--- src/rtl/fb_pixel_packer_pkg.sv ---
`default_nettype none
// fb_pixel_packer_pkg: shared constants, word type and FSM states for the
// framebuffer pixel packer.
package fb_pixel_packer_pkg;

   localparam int PIX_PER_WORD   = 16;
   localparam int FB_WIDTH       = 160;
   localparam int FB_HEIGHT      = 144;
   localparam int FB_ADDR_W      = 11;
   localparam int WORDS_PER_LINE = FB_WIDTH / PIX_PER_WORD;
   localparam int FRAME_WORDS    = WORDS_PER_LINE * FB_HEIGHT;

   typedef struct packed {
      logic [FB_ADDR_W-1:0] addr;
      logic [31:0]          data;
   } fb_word_t;

   typedef enum logic [1:0] {
      IDLE   = 2'd0,
      ACTIVE = 2'd1,
      DRAIN  = 2'd2
   } pk_state_t;

   function automatic int words_per_line(input int width);
      return width / PIX_PER_WORD;
   endfunction

endpackage
`default_nettype wire

--- src/rtl/fb_pixel_packer_fifo.sv ---
`default_nettype none
// fb_pixel_packer_fifo: synchronous FIFO of packed address/data words with
// occupancy count. DEPTH must be a power of two so the pointers wrap freely.
module fb_pixel_packer_fifo #(
   parameter int DEPTH = 2,
   parameter int W     = 43
) (
   input  logic                       clk,
   input  logic                       rst_n,
   input  logic                       push_i,
   input  logic [W-1:0]               data_i,
   input  logic                       pop_i,
   output logic [W-1:0]               data_o,
   output logic [$clog2(DEPTH+1)-1:0] count_o,
   output logic                       full_o,
   output logic                       empty_o
);
   localparam int AW = $clog2(DEPTH);
   localparam int CW = $clog2(DEPTH + 1);

   logic [W-1:0]  mem_q [DEPTH];
   logic [AW-1:0] wr_q, wr_d;
   logic [AW-1:0] rd_q, rd_d;
   logic [CW-1:0] count_q, count_d;

   always_ff @(posedge clk) begin
      if (push_i) begin
         mem_q[wr_q] <= data_i;
      end
   end

   always_comb begin
      wr_d    = wr_q;
      rd_d    = rd_q;
      count_d = count_q;
      if (push_i) begin
         wr_d = wr_q + AW'(1);
      end
      if (pop_i) begin
         rd_d = rd_q + AW'(1);
      end
      if (push_i && !pop_i) begin
         count_d = count_q + CW'(1);
      end else if (!push_i && pop_i) begin
         count_d = count_q - CW'(1);
      end
   end

   always_ff @(posedge clk or negedge rst_n) begin
      if (!rst_n) begin
         wr_q    <= '0;
         rd_q    <= '0;
         count_q <= '0;
      end else begin
         wr_q    <= wr_d;
         rd_q    <= rd_d;
         count_q <= count_d;
      end
   end

   assign data_o  = mem_q[rd_q];
   assign count_o = count_q;
   assign full_o  = (count_q == CW'(DEPTH));
   assign empty_o = (count_q == '0);

endmodule
`default_nettype wire

--- src/rtl/fb_pixel_packer.sv ---
`default_nettype none
// fb_pixel_packer: packs the raster-order 2bpp pixel stream into 32-bit words
// (pixel 0 in the MSBs) and writes them to the VRAM port through a word FIFO.
module fb_pixel_packer
   import fb_pixel_packer_pkg::*;
#(
   parameter int WIDTH      = FB_WIDTH,
   parameter int HEIGHT     = FB_HEIGHT,
   parameter int FIFO_DEPTH = 2,
   parameter int ADDR_W     = FB_ADDR_W,
   parameter int BASE_ADDR  = 0
) (
   input  logic              clk,
   input  logic              rst_n,
   input  logic              pix_valid_i,
   input  logic              pix_sof_i,
   input  logic [1:0]        pix_data_i,
   output logic              pix_ready_o,
   output logic              fb_we_o,
   output logic [ADDR_W-1:0] fb_addr_o,
   output logic [31:0]       fb_data_o,
   input  logic              fb_ready_i,
   output logic              frame_done_o,
   output logic              err_sof_o
);
   localparam int WPL = words_per_line(WIDTH);
   localparam int XW  = $clog2(WIDTH);
   localparam int YW  = (HEIGHT > 1) ? $clog2(HEIGHT) : 1;
   localparam int CW  = $clog2(FIFO_DEPTH + 1);
   localparam int DW  = ADDR_W + 32;

   typedef struct packed {
      logic [ADDR_W-1:0] addr;
      logic [31:0]       data;
   } word_t;

   pk_state_t         state_q, state_d;
   logic [XW-1:0]     x_q, x_d;
   logic [YW-1:0]     y_q, y_d;
   logic [ADDR_W-1:0] lb_q, lb_d;
   logic [29:0]       sr_q, sr_d;
   logic              err_q, err_d;
   logic              we_q, we_d;
   logic [ADDR_W-1:0] addr_q, addr_d;
   logic [31:0]       data_q, data_d;

   logic              pix_fire;
   logic              fifo_push, fifo_pop, fifo_full, fifo_empty;
   logic [CW-1:0]     fifo_count;
   word_t             push_word, head_word;

   fb_pixel_packer_fifo #(
      .DEPTH (FIFO_DEPTH),
      .W     (DW)
   ) u_fifo (
      .clk     (clk),
      .rst_n   (rst_n),
      .push_i  (fifo_push),
      .data_i  (push_word),
      .pop_i   (fifo_pop),
      .data_o  (head_word),
      .count_o (fifo_count),
      .full_o  (fifo_full),
      .empty_o (fifo_empty)
   );

   always_comb begin
      state_d      = state_q;
      x_d          = x_q;
      y_d          = y_q;
      lb_d         = lb_q;
      sr_d         = sr_q;
      err_d        = err_q;
      fifo_push    = 1'b0;
      pix_ready_o  = 1'b0;
      frame_done_o = 1'b0;
      // The 15 earlier pixels of the word sit in sr_q; the current pixel lands in [1:0].
      push_word.addr = ADDR_W'(BASE_ADDR) + lb_q + ADDR_W'(x_q >> 4);
      push_word.data = {sr_q, pix_data_i};

      case (state_q)
         IDLE:    pix_ready_o = 1'b1;
         ACTIVE:  pix_ready_o = !fifo_full;
         DRAIN: begin
            if (fifo_count == '0 && !we_q) begin
               frame_done_o = 1'b1;
               state_d      = IDLE;
            end
         end
         default: state_d = IDLE;
      endcase

      pix_fire = pix_valid_i & pix_ready_o;

      if (pix_fire && pix_sof_i) begin
         if (state_q == ACTIVE) begin
            err_d = 1'b1;
         end
         state_d = ACTIVE;
         sr_d    = {28'd0, pix_data_i};
         x_d     = XW'(1);
         y_d     = '0;
         lb_d    = '0;
      end else if (pix_fire && state_q == ACTIVE) begin
         sr_d      = {sr_q[27:0], pix_data_i};
         fifo_push = (x_q[3:0] == 4'hF);
         if (x_q == XW'(WIDTH - 1)) begin
            x_d  = '0;
            y_d  = y_q + YW'(1);
            lb_d = lb_q + ADDR_W'(WPL);
            if (y_q == YW'(HEIGHT - 1)) begin
               state_d = DRAIN;
            end
         end else begin
            x_d = x_q + XW'(1);
         end
      end
   end

   // Output stage reloads only when empty or its current word is being accepted.
   always_comb begin
      fifo_pop = !fifo_empty && (!we_q || fb_ready_i);
      we_d     = we_q;
      addr_d   = addr_q;
      data_d   = data_q;
      if (fifo_pop) begin
         we_d   = 1'b1;
         addr_d = head_word.addr;
         data_d = head_word.data;
      end else if (fb_ready_i) begin
         we_d = 1'b0;
      end
   end

   always_ff @(posedge clk or negedge rst_n) begin
      if (!rst_n) begin
         state_q <= IDLE;
         x_q     <= '0;
         y_q     <= '0;
         lb_q    <= '0;
         sr_q    <= '0;
         err_q   <= 1'b0;
         we_q    <= 1'b0;
         addr_q  <= '0;
         data_q  <= '0;
      end else begin
         state_q <= state_d;
         x_q     <= x_d;
         y_q     <= y_d;
         lb_q    <= lb_d;
         sr_q    <= sr_d;
         err_q   <= err_d;
         we_q    <= we_d;
         addr_q  <= addr_d;
         data_q  <= data_d;
      end
   end

   assign fb_we_o   = we_q;
   assign fb_addr_o = addr_q;
   assign fb_data_o = data_q;
   assign err_sof_o = err_q;

endmodule
`default_nettype wire

--- config.mk ---
export PLATFORM = sky130hd
export DESIGN_NAME = fb_pixel_packer
export DESIGN_NICKNAME = d
export VERILOG_FILES = /design/src/rtl/fb_pixel_packer_pkg.sv /design/src/rtl/fb_pixel_packer_fifo.sv /design/src/rtl/fb_pixel_packer.sv
export SDC_FILE = /design/constraint.sdc
export NUM_CORES = 1
export LEC_CHECK = 0
export CORE_MARGIN = 1
export CORE_UTILIZATION = 50
export CTS_CLUSTER_SIZE = 40
export DETAILED_ROUTE_END_ITERATION = 8
export GPL_ROUTABILITY_DRIVEN = 0
export PLACE_DENSITY = 0.7
export RECOVER_POWER = 25
export SETUP_SLACK_MARGIN = 0.2
export SLEW_MARGIN = 20
export SYNTH_ARGS = -nofsm -noshare
export SYNTH_HDL_FRONTEND = slang
export SYNTH_SLANG_ARGS = --single-unit
--- constraint.sdc ---
create_clock -name clk -period 8.8 [get_ports clk]
set_clock_uncertainty 0.1 [all_clocks]
set_input_delay 1.76 -clock clk [delete_from_list [all_inputs] [get_ports clk]]
set_output_delay 1.76 -clock clk [all_outputs]
set_load 0.01 [all_outputs]
==> summary.md, run 1 <==
| Metric | Value |
|---|---|
| Worst hold path depth | `1` |
| Standard cell with the maximum stage delay on the critical path | `sky130_fd_sc_hd__or3_2` |
| DP Worst Slack | `~3.5 ns` |
| Horizontal extent of the die | `126 µm` |
| Count of antenna diodes in the layout | `0` |
| Maximum Capacitance Violations | `1` |
| Number of failing hold endpoints at the final stage | `0` |
| Longest Clk Path Bufs | `2` |
| Vias in the first global route | `between 4000 and 5000` |
| Total wire length | `roughly 14000 µm` |
| Average routed wire per standard cell | `around 17 µm` |
| Die outline height | `roughly 130 µm` |
| Antenna violations before repair | `0` |
| R2r endpoint | `u_fifo.mem_q[1][36]` |
| Hold_sp | `err_sof_o` |
| Slew at the pin closest to its max-slew limit | `2.38 ns` |
| Critical path capture point | `u_fifo.mem_q[1][36]` |
| Worst EP required | `approximately 9 ns` |
| Synth area leaders | `sky130_fd_sc_hd__dfrtp_1 35%, sky130_fd_sc_hd__edfxtp_1 34%, sky130_fd_sc_hd__mux2i_1 5.9%, sky130_fd_sc_hd__a21oi_1 5.1%, sky130_fd_sc_hd__nor2_1 2.6%` |
| Clock transition at the registers of the reported paths | `roughly 0.060 ns` |
| Average instance area after synthesis | `approximately 13 µm²` |
| Violation count after the first detailed-route iteration | `337` |
| Clock Latency Late Sink | `0.42 ns` |
| Leading register cell type out of synthesis | `sky130_fd_sc_hd__dfrtp_1` |
| Vias per Instance | `~5.7` |
| FILL cells | `roughly 1200` |
| Startpoint of the lowest-slack register-to-register path | `state_q[1]` |
| Setup fix buffers added after clock tree synthesis | `0` |
| Warnings, synthesis | `0` |
| Post-detail-place hpwl | `8470 µm` |
| Num CTS Buffers | `17` |
| Largest net degree at the start of global routing | `a little under 90` |
| Global-route wire length before repair | `23500 µm` |
| Net count after synthesis | `just over 600` |
| Share of async-settable or async-resettable flops after synthesis | `0.554` |
| Commonest cells in the netlist | `107 x sky130_fd_sc_hd__dfrtp_1, 86 x sky130_fd_sc_hd__edfxtp_1, 78 x sky130_fd_sc_hd__a21oi_1, 54 x sky130_fd_sc_hd__nor2_1, 45 x sky130_fd_sc_hd__mux2i_1` |
| Count of flip-flops with a built-in enable after synthesis | `86` |
| Largest stage delay on the critical path | `roughly 0.81 ns` |
| Worst reg2reg path depth | `4` |
| Run status | `finished, violations left` |
| Slack of the worst reg-to-reg path | `5.77 ns` |
| #FFs+latches synth | `~190` |
| Hold buffer count at cts | `0` |
| Relative area change from synthesis to final layout | `16.5%` |
| Leak pwr | `roughly 3.6 nW` |
| CTS tree | `done` |
| Final critical delay including setup and external delays | `roughly 4.4 ns` |
| Cells traversed along the worst timing path | `clkdlybuf4s50_1 > inv_1 > or3_2 > nor3_1 > and2_4` |
| Setup Crit Path Kind | `input port to flop` |
| Sequential-to-total area share from yosys stat | `0.684` |
| Via Count | `4716` |
| Element type at the critical path start | `input port` |
| Residual DRC count | `0` |
| Number of H-tree branching levels | `4` |
| Total I/O pin count | `54` |
| Unrepaired setup endpoints after global routing | `no` |
| Crit end category | `flop` |
| Leading area contributor after synthesis | `sky130_fd_sc_hd__dfrtp_1` |
| Number of instances in the synthesized netlist | `590` |
| Placeable core area | `roughly 15000 µm²` |
| Number of resized instances in the post-cts repair step | `0` |
| Gr ovfl total | `0` |
| Final clock period utilization by the worst path | `0.498` |
| Count of final setup violators | `0` |
| Final Power | `between 2 and 3 mW` |
| Root buffer cell | `sky130_fd_sc_hd__clkbuf_16` |
| Start point of the critical path | `pix_valid_i` |
| Timing-limited maximum frequency | `between 0.2 and 0.25 GHz` |
| Number of nets in the layout | `approximately 650` |
| Setup ws final | `4.42 ns` |
| Total global routing track utilization | `0.190` |
| Violated checks | `capacitance limit, slew limit` |
| Class of the tightest hold or removal check | `flop to flop` |
| Antenna Nets Post-Route | `0` |
| Largest vdd supply drop | `about 260 µV` |
| Total clock sinks | `between 150 and 200` |
| Power density of the placed cells | `slightly below 300 nW/µm²` |
| Site Rows | `44` |
| Drt pass-1 iters | `5` |
| Worst Hold Margin | `around 0.39 ns` |
| Area of all sequential standard cells | `roughly 5300 µm²` |
| Data arrival time at the worst-slack endpoint | `approximately 4.3 ns` |
| Highest net fanout along the worst path | `43` |
| Summed instance area of the synthesized netlist | `between 7000 and 8000 µm²` |
| Fraction of final layout cells sized beyond drive strength 1 | `0.0665` |
| Initial Utilization | `0.521` |
| Number of distinct library cell variants in the gate-level netlist after synthesis | `43` |
| Multi-input logic area | `2290 µm²` |
| Total count of max-transition violations in the final report | `44` |
| Area of the die | `approximately 16000 µm²` |
| Total of buffers placed on input and output ports | `53` |
| Cell with the most instances after synthesis | `sky130_fd_sc_hd__dfrtp_1` |
| Slew headroom | `-0.587` |
| Total negative setup slack | `0 ns` |
| Post-synth top area share | `0.348` |
[worst min-delay path by stage]
stage	end	slack, ns
2_1_floorplan	u_fifo.mem_q[0][30]	0.34
3_3_place_gp	err_sof_o	0.37
3_5_place_dp	err_sof_o	0.37
4_1_cts	err_sof_o	0.39
5_1_grt	err_sof_o	0.42
6_report	err_sof_o	0.39
[cell usage in the layout, fill, tap and decap left out, types with 3 or more instances in the layout]
| master | count |
|---|---|
| sky130_fd_sc_hd__dfrtp_1 | 106 |
| sky130_fd_sc_hd__edfxtp_1 | 86 |
| sky130_fd_sc_hd__a21oi_1 | 77 |
| sky130_fd_sc_hd__nor2_1 | 54 |
| sky130_fd_sc_hd__clkdlybuf4s50_1 | 52 |
| sky130_fd_sc_hd__mux2i_1 | 45 |
| sky130_fd_sc_hd__nand2_1 | 31 |
| sky130_fd_sc_hd__a22o_1 | 21 |
| sky130_fd_sc_hd__clkbuf_16 | 17 |
| sky130_fd_sc_hd__o21ai_0 | 15 |
| sky130_fd_sc_hd__or4_1 | 14 |
| sky130_fd_sc_hd__o31ai_1 | 14 |
| sky130_fd_sc_hd__nand3_1 | 12 |
| sky130_fd_sc_hd__inv_1 | 11 |
| sky130_fd_sc_hd__xor2_1 | 8 |
| sky130_fd_sc_hd__xnor2_1 | 7 |
| sky130_fd_sc_hd__ha_1 | 7 |
| sky130_fd_sc_hd__or3_1 | 6 |
| sky130_fd_sc_hd__clkbuf_8 | 6 |
| sky130_fd_sc_hd__buf_4 | 6 |
| sky130_fd_sc_hd__clkbuf_1 | 5 |
| sky130_fd_sc_hd__nand4_1 | 3 |
| sky130_fd_sc_hd__nand2b_1 | 3 |
| sky130_fd_sc_hd__nor4_1 | 3 |
| sky130_fd_sc_hd__and3b_1 | 3 |
| sky130_fd_sc_hd__nor3_1 | 3 |
[metrics by stage]
step	utilization	instances	instance area (µm²)
after floorplan	-	590	7690
after global placement	0.569	799	8390
after detailed placement	0.569	799	8390
after CTS	0.608	831	8960
after global routing	0.607	831	8960
final	0.607	831	8960
[where the power goes]
| part | internal, mW | switching [mW] |
|---|---|---|
| Sequential | 1.08 | 0.0913 |
| Clock | 0.434 | 0.310 |
| Combinational | 0.326 | 0.352 |
[flip-flops by register name, indices dropped and copies added, names as in the netlist]
signal / cells
u_fifo.count_o: 2
state_q: 2
fb_we_o: 1
lb_q: 10
u_fifo.wr_q: 1
fb_data_o: 32
err_sof_o: 1
u_fifo.rd_q: 1
y_q: 8
fb_addr_o: 11
u_fifo.mem_q: 86
sr_q: 30
x_q: 8
[cell type report]
type,instances,share of cell area
sequential,193,0.587
multi-input combinational,352,0.255
clock inverter,5,0.00572
tap,184,0.0257
inverter,11,0.00461
timing repair buffer,59,0.0635
clock buffer,27,0.0584
[cells by family after synthesis]
family                   after synthesis  synth area share
XOR/XNOR                              15            0.0171
adder cells (fa/ha/maj)                8            0.0140
other                                  1          0.000487
AO/OA/AOI/OAI                        133             0.103
buffers and inverters                 45            0.0233
AND/OR/NAND/NOR                      148            0.0969
flip-flops                           193             0.684
multiplexers                          47            0.0615
[metal layers]
| layer | track usage | vias to the layer above | routed length (µm) |
|---|---|---|---|
| li1 | - | 2255 | - |
| met1 | 0.255 | 2347 | 6420 |
| met2 | 0.307 | 95 | 6800 |
| met3 | 0.0412 | 19 | 466 |
| met4 | 0.0695 | 0 | 204 |
| met5 | 0 | - | 0 |
[worst max-delay path, delay by kind of cell]
kind | cells | cell delay, ns
and+or+nand+nor | 3 | 1.85
buffers and inverters | 2 | 0.68
Power figures use the tool's default switching activity.
==> run 2, diff against run 1 <==
Clock period 8.8 ns to 4.3 ns, I/O delays scaled along.
==> run 2 against run 1 <==
  * The run still ends with capacitance limit, slew limit left
  * Via count decreased by 0.42%
  * Global-route usage is 0.47 points lower
  * Worst setup slack lost 3.2 ns
  * Critical path depth is 1 higher
  * Power increased by 110%
  * Count of clock-buffer cells in the layout decreased by 10
  * First-iteration DRC count is 9.2% higher
  * Combinational power increased by 98%
  * Sequential power grew 110%
  * Clock power grew 110%
  * Die area stayed put
==> summary.md, run 2 (synthesized netlist as in run 1, its figures left out) <==
| Metric | Value |
|---|---|
| Run status | `finished, violations left` |
| Violated checks | `capacitance limit, slew limit` |
| Via Count | `4696 (-0.42%)` |
| Number of nets in the layout | `653 (+0.62%)` |
| Number of failing hold endpoints at the final stage | `0 (unchanged)` |
| Number of cells in the design after placement | `803 (+0.50%)` |
| Number of resized instances in the post-cts repair step | `0 (unchanged)` |
| FILL cells | `1121 (-4.7%)` |
| Setup fix buffers added after clock tree synthesis | `0 (unchanged)` |
| Fraction of power consumed by sequential logic | `0.460 (+0.008)` |
| Gr ovfl total | `0 (unchanged)` |
| Setup ws final | `1.23 ns (-3.19 ns)` |
| Average routed wire per standard cell | `16.5 µm (-1.0%)` |
| Count of final setup violators | `0 (unchanged)` |
| Initial Utilization | `0.521 (unchanged)` |
| Multi-input logic area | `2290 µm² (about the same)` |
| Area of the die | `15900 µm² (unchanged)` |
| Final clock period utilization by the worst path | `0.715` |
| Register containing the most flip-flops in the final layout | `u_fifo.mem_q` |
| Largest stage delay on the critical path | `0.56 ns (-0.25 ns)` |
| Violation count after the first detailed-route iteration | `368 (+9.2%)` |
| Buffer and inverter count on the worst path | `3 (+1)` |
| Standard cell with the maximum stage delay on the critical path | `sky130_fd_sc_hd__clkdlybuf4s50_1` |
| Clk network pwr share | `0.289 (+0.002)` |
| Total negative setup slack | `0 ns (unchanged)` |
| DP Worst Slack | `0.796 ns (-2.69 ns)` |
| Antenna Nets Post-Route | `0 (unchanged)` |
| Final critical delay including setup and external delays | `approximately 3.1 ns` |
| Power density of the placed cells | `591 nW/µm² (+100%)` |
| Pint | `3.76 mW (+100%)` |
| CTS tree | `done` |
| Clock transition at the registers of the reported paths | `0.07 ns (about the same)` |
| Switching Share | `0.297 (+0.00652)` |
| Placeable core area | `14800 µm² (unchanged)` |
| Clock Latency Late Sink | `0.42 ns (about the same)` |
| Maximum Capacitance Violations | `1 (unchanged)` |
| Total wire length | `13800 µm (-0.57%)` |
| Total count of max-transition violations in the final report | `56 (+27%)` |
| Root buffer cell | `sky130_fd_sc_hd__clkbuf_16` |
| Largest vdd supply drop | `280 µV (+7.0%)` |
| Total I/O pin count | `54 (unchanged)` |
| Global-route wire length before repair | `22900 µm (-2.6%)` |
| Final Power | `5.34 mW (+110%)` |
| Total global routing track utilization | `0.186 (-0.00471)` |
| Cells traversed along the worst timing path | `clkdlybuf4s50_1 > inv_1 > or3_1 > nor3_1 > and2_2 > buf_12` |
| Count of antenna diodes in the layout | `0 (unchanged)` |
| Residual DRC count | `0 (unchanged)` |
| Number of H-tree branching levels | `4 (unchanged)` |
| Drt pass-1 iters | `5 (unchanged)` |
| Horizontal extent of the die | `126 µm (unchanged)` |
| Most common cell after layout, fill and taps aside | `sky130_fd_sc_hd__dfrtp_1` |
| Vias per Instance | `5.62 (-0.90%)` |
| Fin cells | `835 (+0.48%)` |
| Slew headroom | `-0.0226 (+0.565)` |
| Vias in the first global route | `4581 (-2.0%)` |
| Slew at the pin closest to its max-slew limit | `1.53 ns (-0.847 ns)` |
| Element type at the critical path start | `input port` |
| Unrepaired setup endpoints after global routing | `no` |
| Area of all sequential standard cells | `5260 µm² (unchanged)` |
| Kind of cell adding the most delay to the critical path | `simple AND/OR/NAND/NOR gates` |
| Post-detail-place hpwl | `8850 µm (+4.5%)` |
| Site Rows | `44 (unchanged)` |
| Total clock sinks | `193 (unchanged)` |
| Commonest non-fill, non-tap cells in the layout | `106 x sky130_fd_sc_hd__dfrtp_1, 86 x sky130_fd_sc_hd__edfxtp_1, 77 x sky130_fd_sc_hd__a21oi_1, 54 x sky130_fd_sc_hd__nor2_1, 50 x sky130_fd_sc_hd__clkdlybuf4s50_1` |
| Crit end category | `flop` |
| Timing-limited maximum frequency | `between 0.3 and 0.4 GHz` |
| Data arrival time at the worst-slack endpoint | `3.09 ns (-1.25 ns)` |
| Longest Clk Path Bufs | `2 (unchanged)` |
| Net Switching | `1.58 mW (+110%)` |
| Leak pwr | `3.59 nW (+0.87%)` |
| Die outline height | `126 µm (unchanged)` |
| Relative area change from synthesis to final layout | `17.4%` |
| Setup Crit Path Kind | `input port to flop` |
| Total of buffers placed on input and output ports | `53 (unchanged)` |
| Combinational fraction of design power | `0.251 (-0.010)` |
| Flip-flop count of the largest register after layout | `86 (unchanged)` |
| Worst Hold Margin | `0.405 ns (+0.0179 ns)` |
| Fraction of final layout cells sized beyond drive strength 1 | `0.0783 (+0.0119)` |
| Num CTS Buffers | `17 (unchanged)` |
| Highest net fanout along the worst path | `30 (-30%)` |
| Hold buffer count at cts | `0 (unchanged)` |
| Class of the tightest hold or removal check | `flop to flop` |
| Antenna violations before repair | `0 (unchanged)` |
| Largest net degree at the start of global routing | `88 (-1.1%)` |
| Worst EP required | `4.32 ns (-4.44 ns)` |
[run 2: cell types whose count changed in the layout (fill, tap and decap cells not counted), sizes merged]
cell           change
clkbuf            -10
clkinv             +4
dlygate4sd3        +2
clkinvlp           +2
inv                +3
bufinv             +1
clkdlybuf4s50      -2
buf                +4
[run 2: per-stage QoR]
| stage | instance area (µm²) | utilization |
|---|---|---|
| 2_1_floorplan | 7710 | - |
| 3_3_place_gp | 8450 | 0.573 |
| 3_5_place_dp | 8450 | 0.573 |
| 4_1_cts | 9030 | 0.612 |
| 5_1_grt | 9030 | 0.612 |
| 6_report | 9030 | 0.612 |
[run 2: final timing paths]
check | startpoint | end | slack (ns) | depth (start not counted)
max | pix_valid_i | u_fifo.mem_q[1][34] | 1.23 | 6
min | sr_q[28] | u_fifo.mem_q[0][30] | 0.40 | 0
max reg2reg | x_q[0] | y_q[5] | 1.44 | 5
min reg2reg | sr_q[28] | u_fifo.mem_q[0][30] | 0.40 | 0
max in group asynchronous | rst_n | sr_q[13] | 2.45 | 2
min in group asynchronous | rst_n | lb_q[7] | 0.70 | 1
[run 2: area by class of cell]
type | count | share of cell area
sequential | 193 | 0.582
tap | 184 | 0.0255
clock inverter | 15 | 0.0179
clock buffer | 17 | 0.0471
inverter | 11 | 0.00457
multi-input combinational | 352 | 0.253
timing repair buffer | 63 | 0.0693
[run 2: per-layer routing]
layer | vias to the layer above | track usage | wire, µm
met1 | 2317 | 0.246 | 6220
met5 | - | 0 | 0
met2 | 94 | 0.308 | 7020
met4 | 0 | 0.0560 | 108
met3 | 12 | 0.0408 | 462
li1 | 2273 | - | -
[run 2: worst register-to-register path: cells and delay by family (launching register included)]
family | cells | cell delay, ns
DFF | 1 | 0.39
and+or+nand+nor | 3 | 1.88
AOI/OAI and AO/OA | 1 | 0.16
adders and majority gates | 1 | 0.27
[run 2: power by group through the flow]
stage,clock (mW),sequential (mW),combinational [mW]
after global routing,1.65,2.50,1.47
after detailed placement,0,2.50,1.36
after floorplan,0,2.50,0.712
final,1.54,2.46,1.34
after CTS,1.57,2.46,1.36
after global placement,0,2.47,1.32
==> edit 1: new RTL, config.mk and constraints of run 2 <==
Set the parameter `FIFO_DEPTH` to 8 (it was 2).
--- a/src/rtl/fb_pixel_packer.sv
+++ b/src/rtl/fb_pixel_packer.sv
@@ -6,7 +6,7 @@
 #(
    parameter int WIDTH      = FB_WIDTH,
    parameter int HEIGHT     = FB_HEIGHT,
-   parameter int FIFO_DEPTH = 2,
+   parameter int FIFO_DEPTH = 8,
    parameter int ADDR_W     = FB_ADDR_W,
    parameter int BASE_ADDR  = 0
 ) (
Function: no difference found for any inputs over 4 cycles, from zero or initial values and one cycle with rst_n low; that may be too few to reach the edited logic, so the function may still have changed.
==> edit 1 against run 2 <==
Worst setup slack worse by 0.28 ns. Design area is 130% higher. Clock power grew to 2.6 times the old value. Sequential cell count is 264 higher. Wire length is 140% higher. Area after synthesis is 130% higher. Non-clock buffer count is 18 higher. Largest power group unchanged. Power is 130% higher. Register-to-register slack better by 0.15 ns. Via count is 89% higher. Count of clock-buffer cells in the layout is 40 higher.
==> edit 1: results (changes against run 2) <==
outcome:
  status: "finished clean"
synth:
  synthArstFlopShare_pct: 24.7  # -31 points
  netlist_top_cells_count: "344 x edfxtp_1, 113 x dfrtp_1, 86 x mux4_2"
  synth_xor_area_share_pct: 0.836  # -0.87 points
  synth_cell_type_count: 51  # +19%
  syn-instance-count: 970  # +64%
  synth.area.mux_share_pct: 13.8  # +7.7 points
  ys_warn_count: 0  # unchanged
  yosysSeqAreaShare_pct: 73.8  # +5.5 points
  synth_fp_nets: 989  # +63%
  yosys.area_share.adder_pct: 0.885  # -0.51 points
  synth_edf_count: 344  # +300%
  ys_top_cells_by_area: "edfxtp_1 58%, dfrtp_1 16%, mux4_2 11%"
  synth_compound_area_share_pct: 4.79  # -5.5 points
clocking:
  clockRootBuffer: "clkbuf_16"
  htree_levels: 2  # -2
  cts_resized: 0  # unchanged
  post-cts-setup-buffers: 0  # unchanged
  cts_buffer_depth: 3  # +1
  clkLatencyLatePin_ns: 0.54  # +0.12 ns
  path_clk_slew_ns: 0.06
  cts-buffers-inserted: 46  # +29
  holdBufCountCts: 0  # unchanged
finish:
  nNetsFinal: 1066  # +63%
  top_register: "u_fifo.mem_q"
  filler_cell_count: 2477  # +120%
  insertedDiodeCount: 0  # unchanged
  largest_register_ffs: 344  # +300%
  fin_cells: 1538  # +84%
  drive_gt1_share_pct: 19.7  # +12 points
detailed_routing:
  initialDrtViolationCount: 637  # +73%
  dr_total_vias: 8897  # +89%
  drt_pass1_iterations: 4  # -1
  routed_wl_um: 33500  # +140%
  drcViolationCount: 0  # unchanged
setup_path:
  cp_max_fo: 6  # -80%
  worst_path_largest_cell_delay_ns: 0.58  # +0.02 ns
  crit_slowest_cell: "or4_1"
  crit_arrival_ns: 2.39  # -0.70 ns
pwr:
  p_leak_nw: 7.32  # +100%
  irDropWorstVdd_mv: 0.389  # +39%
grt:
  grt_max_degree: 52  # -41%
  grt_pass1_wl_um: 52900  # +130%
  grt_pass1_vias: 9154  # +100%
  grt_use_total_pct: 19.1  # +0.58 points
  antenna_found_initial: 0  # unchanged
timing:
  slew_headroom_pct: 27.8  # +30 points
placement:
  pre_cts_slack_ns: 0.771  # -0.0249 ns
  port_buffers: 53  # unchanged
  post-dp-hpwl_um: 19400  # +120%
worst_hold_path:
  min_path_type: "in -> async"
## edit 1: cell types whose count changed in the layout (fill, tap and decap cells not counted), sizes merged, moves of 6 or more
cell / before / now
a21oi: 78 / 69
a32o: 0 / 7
buf: 10 / 29
clkbuf: 18 / 57
clkinv: 7 / 19
dfrtp: 107 / 113
edfxtp: 86 / 344
mux4: 0 / 86
nor2: 54 / 66
o211ai: 0 / 7
o21ai: 15 / 6
## edit 1: area by class of cell
| type | count | share of cell area (%) |
|---|---|---|
| sequential | 457 | 63.9 |
| clock buffer | 57 | 6.03 |
| tap | 455 | 2.76 |
| timing repair buffer | 81 | 4.01 |
| multi-input combinational | 454 | 21.7 |
| clock inverter | 27 | 1.51 |
| inverter | 7 | 0.127 |
## edit 1: cell families (layout without fill, tap and decap cells)
group                      Yosys count  count (layout)
muxes                              138             138
and+or+nand+nor                    157             157
xor gates and xnor gates            17              17
DFF                                457             457
adders and majority gates           12              12
AOI/OAI and AO/OA                  130             130
buffers and inverters               59             172
## edit 1: report_power, final
part	total, mW	switching [mW]	internal, mW
clock	4.04	1.62	2.42
combinational	2.58	1.12	1.46
sequential	5.56	0.517	5.04
total	12.2	3.26	8.93
## edit 1: worst paths after layout
path / start / to / slack, ns / cells past startpoint
max: u_fifo.count_o[0]$_DFFE_PN0P_ / frame_done_o / 0.95 / 3
min: rst_n / fb_addr_o[5]$_DFFE_PN0P_ / 0.26 / 1
max reg2reg: u_fifo.count_o[0]$_DFFE_PN0P_ / u_fifo.count_o[3]$_DFFE_PN0P_ / 1.59 / 10
min reg2reg: err_sof_o$_DFFE_PN0P_ / err_sof_o$_DFFE_PN0P_ / 0.36 / 1
max in group asynchronous: rst_n / fb_data_o[14]$_DFFE_PN0P_ / 2.98 / 2
min in group clk: err_sof_o$_DFFE_PN0P_ / err_sof_o$_DFFE_PN0P_ / 0.36 / 1
## edit 1: per-layer routing
metal	global-route usage [%]	vias to the layer above	wire (um)	share of wire, %
li1	-	4010	-	-
met1	27.0	4664	15000	45
met2	31.4	188	16700	50
met3	2.93	35	1360	4.1
met4	4.77	0	495	1.5
met5	0	-	0	0
## edit 1: per-stage QoR
| stage | cell area, um^2 | util, % |
|---|---|---|
| 3_5_place_dp | 19100 | 54.8 |
| 6_report | 20600 | 59.2 |
| 5_1_grt | 20600 | 59.2 |
| 3_3_place_gp | 19100 | 54.8 |
| 2_1_floorplan | 17800 | - |
| 4_1_cts | 20600 | 59.2 |
## edit 1: critical path, delay by kind of cell, from the launching register on
family	cells	cell delay, ns
simple gates	2	0.81
flops	1	0.47
buf+inv	1	0.58
==> edit 2: new RTL, flow settings as in run 2 <==
Without the edit above. Re-encode `pk_state_t` (3 states) as one-hot, 3 bits wide.
--- a/src/rtl/fb_pixel_packer_pkg.sv
+++ b/src/rtl/fb_pixel_packer_pkg.sv
@@ -15,10 +15,10 @@
       logic [31:0]          data;
    } fb_word_t;
 
-   typedef enum logic [1:0] {
-      IDLE   = 2'd0,
-      ACTIVE = 2'd1,
-      DRAIN  = 2'd2
+   typedef enum logic [2:0] {
+      IDLE   = 3'b001,
+      ACTIVE = 3'b010,
+      DRAIN  = 3'b100
    } pk_state_t;
 
    function automatic int words_per_line(input int width);
Check against the original RTL: same outputs for any inputs over 10 cycles, from zero or initial values and one cycle with rst_n low; not proved beyond that.
==> edit 2 against run 2 <==
Worst setup slack gained 0.0061 ns. Clock power shrank 3%. Critical path type is now reg -> out. Design area is 1.4% higher. Die area increased by 2.2%. Sequential cell count grew 1. Area after synthesis rose by 2.2%. Global-route usage increased by 0.97 points. Power shrank 5.0%. Fmax rose by 0.20%. Wire length grew 4.5%. Critical path depth is 3 lower.
==> edit 2: results (changes against run 2) <==
clocking:
  cts-buffers-inserted: 17  # unchanged
  clkLatencyLatePin_ns: 0.43
  cts_buffer_depth: 2  # unchanged
  clockRootBuffer: "clkbuf_16"
  path_clk_slew_ns: 0.06
  cts_resized: 0  # unchanged
  post-cts-setup-buffers: 0  # unchanged
placement:
  pre_cts_slack_ns: 0.877  # +0.0807 ns
  placed_cells: 851  # +6.0%
  placed_cell_area_um2: 8590  # +1.6%
  post-dp-hpwl_um: 9170  # +3.7%
synth:
  synth_compound_area_share_pct: 10.4  # +0.097 points
  synth-main-ff-cell: "dfrtp_1"
  synth.area.mux_share_pct: 6.14  # about the same
  synth_fp_nets: 626  # +3.5%
  synth_cell_type_count: 55  # +28%
  ys_warn_count: 0  # unchanged
  yosys.area_share.adder_pct: 1.11  # -0.28 points
  netlist_top_cells_count: "107 x dfrtp_1, 88 x a21oi_1, 86 x edfxtp_1"
  synth_area_per_cell_um2: 12.8  # -1.5%
  ys_top_cells_by_area: "dfrtp_1 34%, edfxtp_1 33%, mux2i_1 5.9%"
  synth_xor_area_share_pct: 1.56  # -0.15 points
  yosysSeqAreaShare_pct: 67.2  # -1.1 points
  synthArstFlopShare_pct: 55.7  # +0.23 points
grt:
  grt_pass1_vias: 4846  # +5.8%
  antenna_found_initial: 0  # unchanged
  grt-ovfl-total: 0  # unchanged
  grt_use_total_pct: 19.5  # +0.97 points
  grt_pass1_wl_um: 24200  # +5.4%
  grt_max_degree: 88  # unchanged
setup_path:
  cp_max_fo: 5  # -83%
  worstRegToRegCells: 4  # -1
  worst_path_largest_cell_delay_ns: 0.61  # +0.05 ns
  r2r-start: "state_q[2]$_DFF_PN0_"
  crit_slowest_cell: "clkdlybuf4s50_1"
  rrSetupSlack_ns: 1.76  # +0.32 ns
  timing.rr.end: "lb_q[10]$_DFFE_PN0P_"
  crit_arrival_ns: 2.11  # -0.98 ns
  crit_family: "simple AND/OR/NAND/NOR gates"
pwr:
  power_switching_mw: 1.41  # -11%
  irDropWorstVdd_mv: 0.306  # +9.4%
  p_leak_nw: 3.59  # about the same
outcome:
  status: "finished clean"
detailed_routing:
  wl_per_cell_um: 16.3  # -1.2%
  initialDrtViolationCount: 347  # -5.7%
  dr_total_vias: 4872  # +3.7%
  via_per_inst: 5.52  # -1.9%
finish:
  top_register: "u_fifo.mem_q"
  drive_gt1_share_pct: 8.04  # +0.20 points
  nNetsFinal: 673  # +3.1%
  insertedDiodeCount: 0  # unchanged
worst_hold_path:
  hold_path_startpoint: "err_sof_o$_DFFE_PN0P_"
  min_path_type: "reg -> reg"
  holdPathStages: 1  # +1
  min_to: "err_sof_o$_DFFE_PN0P_"
timing:
  worstMarginPinSlew_ns: 0.820  # -0.714 ns
edit 2: how the worst max path moves through the flow:
stage	slack, ns	depth (start not counted)	from	endpoint
2_1_floorplan	0.45	4	pix_valid_i	u_fifo.mem_q[0][0]$_DFFE_PP_
3_3_place_gp	0.98	5	pix_valid_i	lb_q[5]$_DFFE_PN0P_
3_5_place_dp	0.88	5	pix_valid_i	lb_q[10]$_DFFE_PN0P_
4_1_cts	1.19	3	u_fifo.count_o[1]$_DFFE_PN0P_	frame_done_o
5_1_grt	1.08	3	u_fifo.count_o[0]$_DFFE_PN0P_	frame_done_o
6_report	1.23	3	u_fifo.count_o[1]$_DFFE_PN0P_	frame_done_o
edit 2: cell families after synthesis:
kind of cell               Yosys count
buffers and inverters               40
muxes                               48
and+or+nand+nor                    170
DFF                                194
adders and majority gates            7
xor gates and xnor gates            14
AOI/OAI and AO/OA                  139
edit 2: power by group through the flow:
| stage | clock network [mW] | logic, mW | registers, mW |
|---|---|---|---|
| after floorplan | 0 | 0.643 | 2.41 |
| after global placement | 0 | 1.19 | 2.38 |
| after detailed placement | 0 | 1.22 | 2.40 |
| after CTS | 1.54 | 1.23 | 2.37 |
| after global routing | 1.61 | 1.33 | 2.39 |
| final | 1.50 | 1.21 | 2.36 |
edit 2: cell type report:
class                      count  area, um^2
multi-input combinational    378        2420
sequential                   194        5290
clock buffer                  28         517
fill                        1214        6100
timing repair buffer          63         603
tap                          211         264
clock inverter                 4        48.8
inverter                       5        18.8
edit 2: worst reg2reg max path: cells and delay by family (launching register included):
family | cells | cell delay (ns)
and+or+nand+nor | 3 | 1.77
AOI/OAI and AO/OA | 1 | 0.17
DFF | 1 | 0.44
edit 2: layer usage:
| layer | global-route usage, % | part of all wire [%] | vias to the layer above | wire, um |
|---|---|---|---|---|
| li1 | - | - | 2326 | - |
| met1 | 25.3 | 44 | 2451 | 6410 |
| met2 | 32.1 | 51 | 84 | 7390 |
| met3 | 4.94 | 3.1 | 11 | 445 |
| met4 | 7.00 | 1.2 | 0 | 174 |
| met5 | 0 | 0 | - | 0 |
edit 2: stage by stage:
stage / hold slack, ns / power (mW)
final: 0.371 / 5.07
after global placement: 0.346 / 3.57
after CTS: 0.375 / 5.13
after floorplan: 0.342 / 3.06
after global routing: 0.393 / 5.34
after detailed placement: 0.360 / 3.63
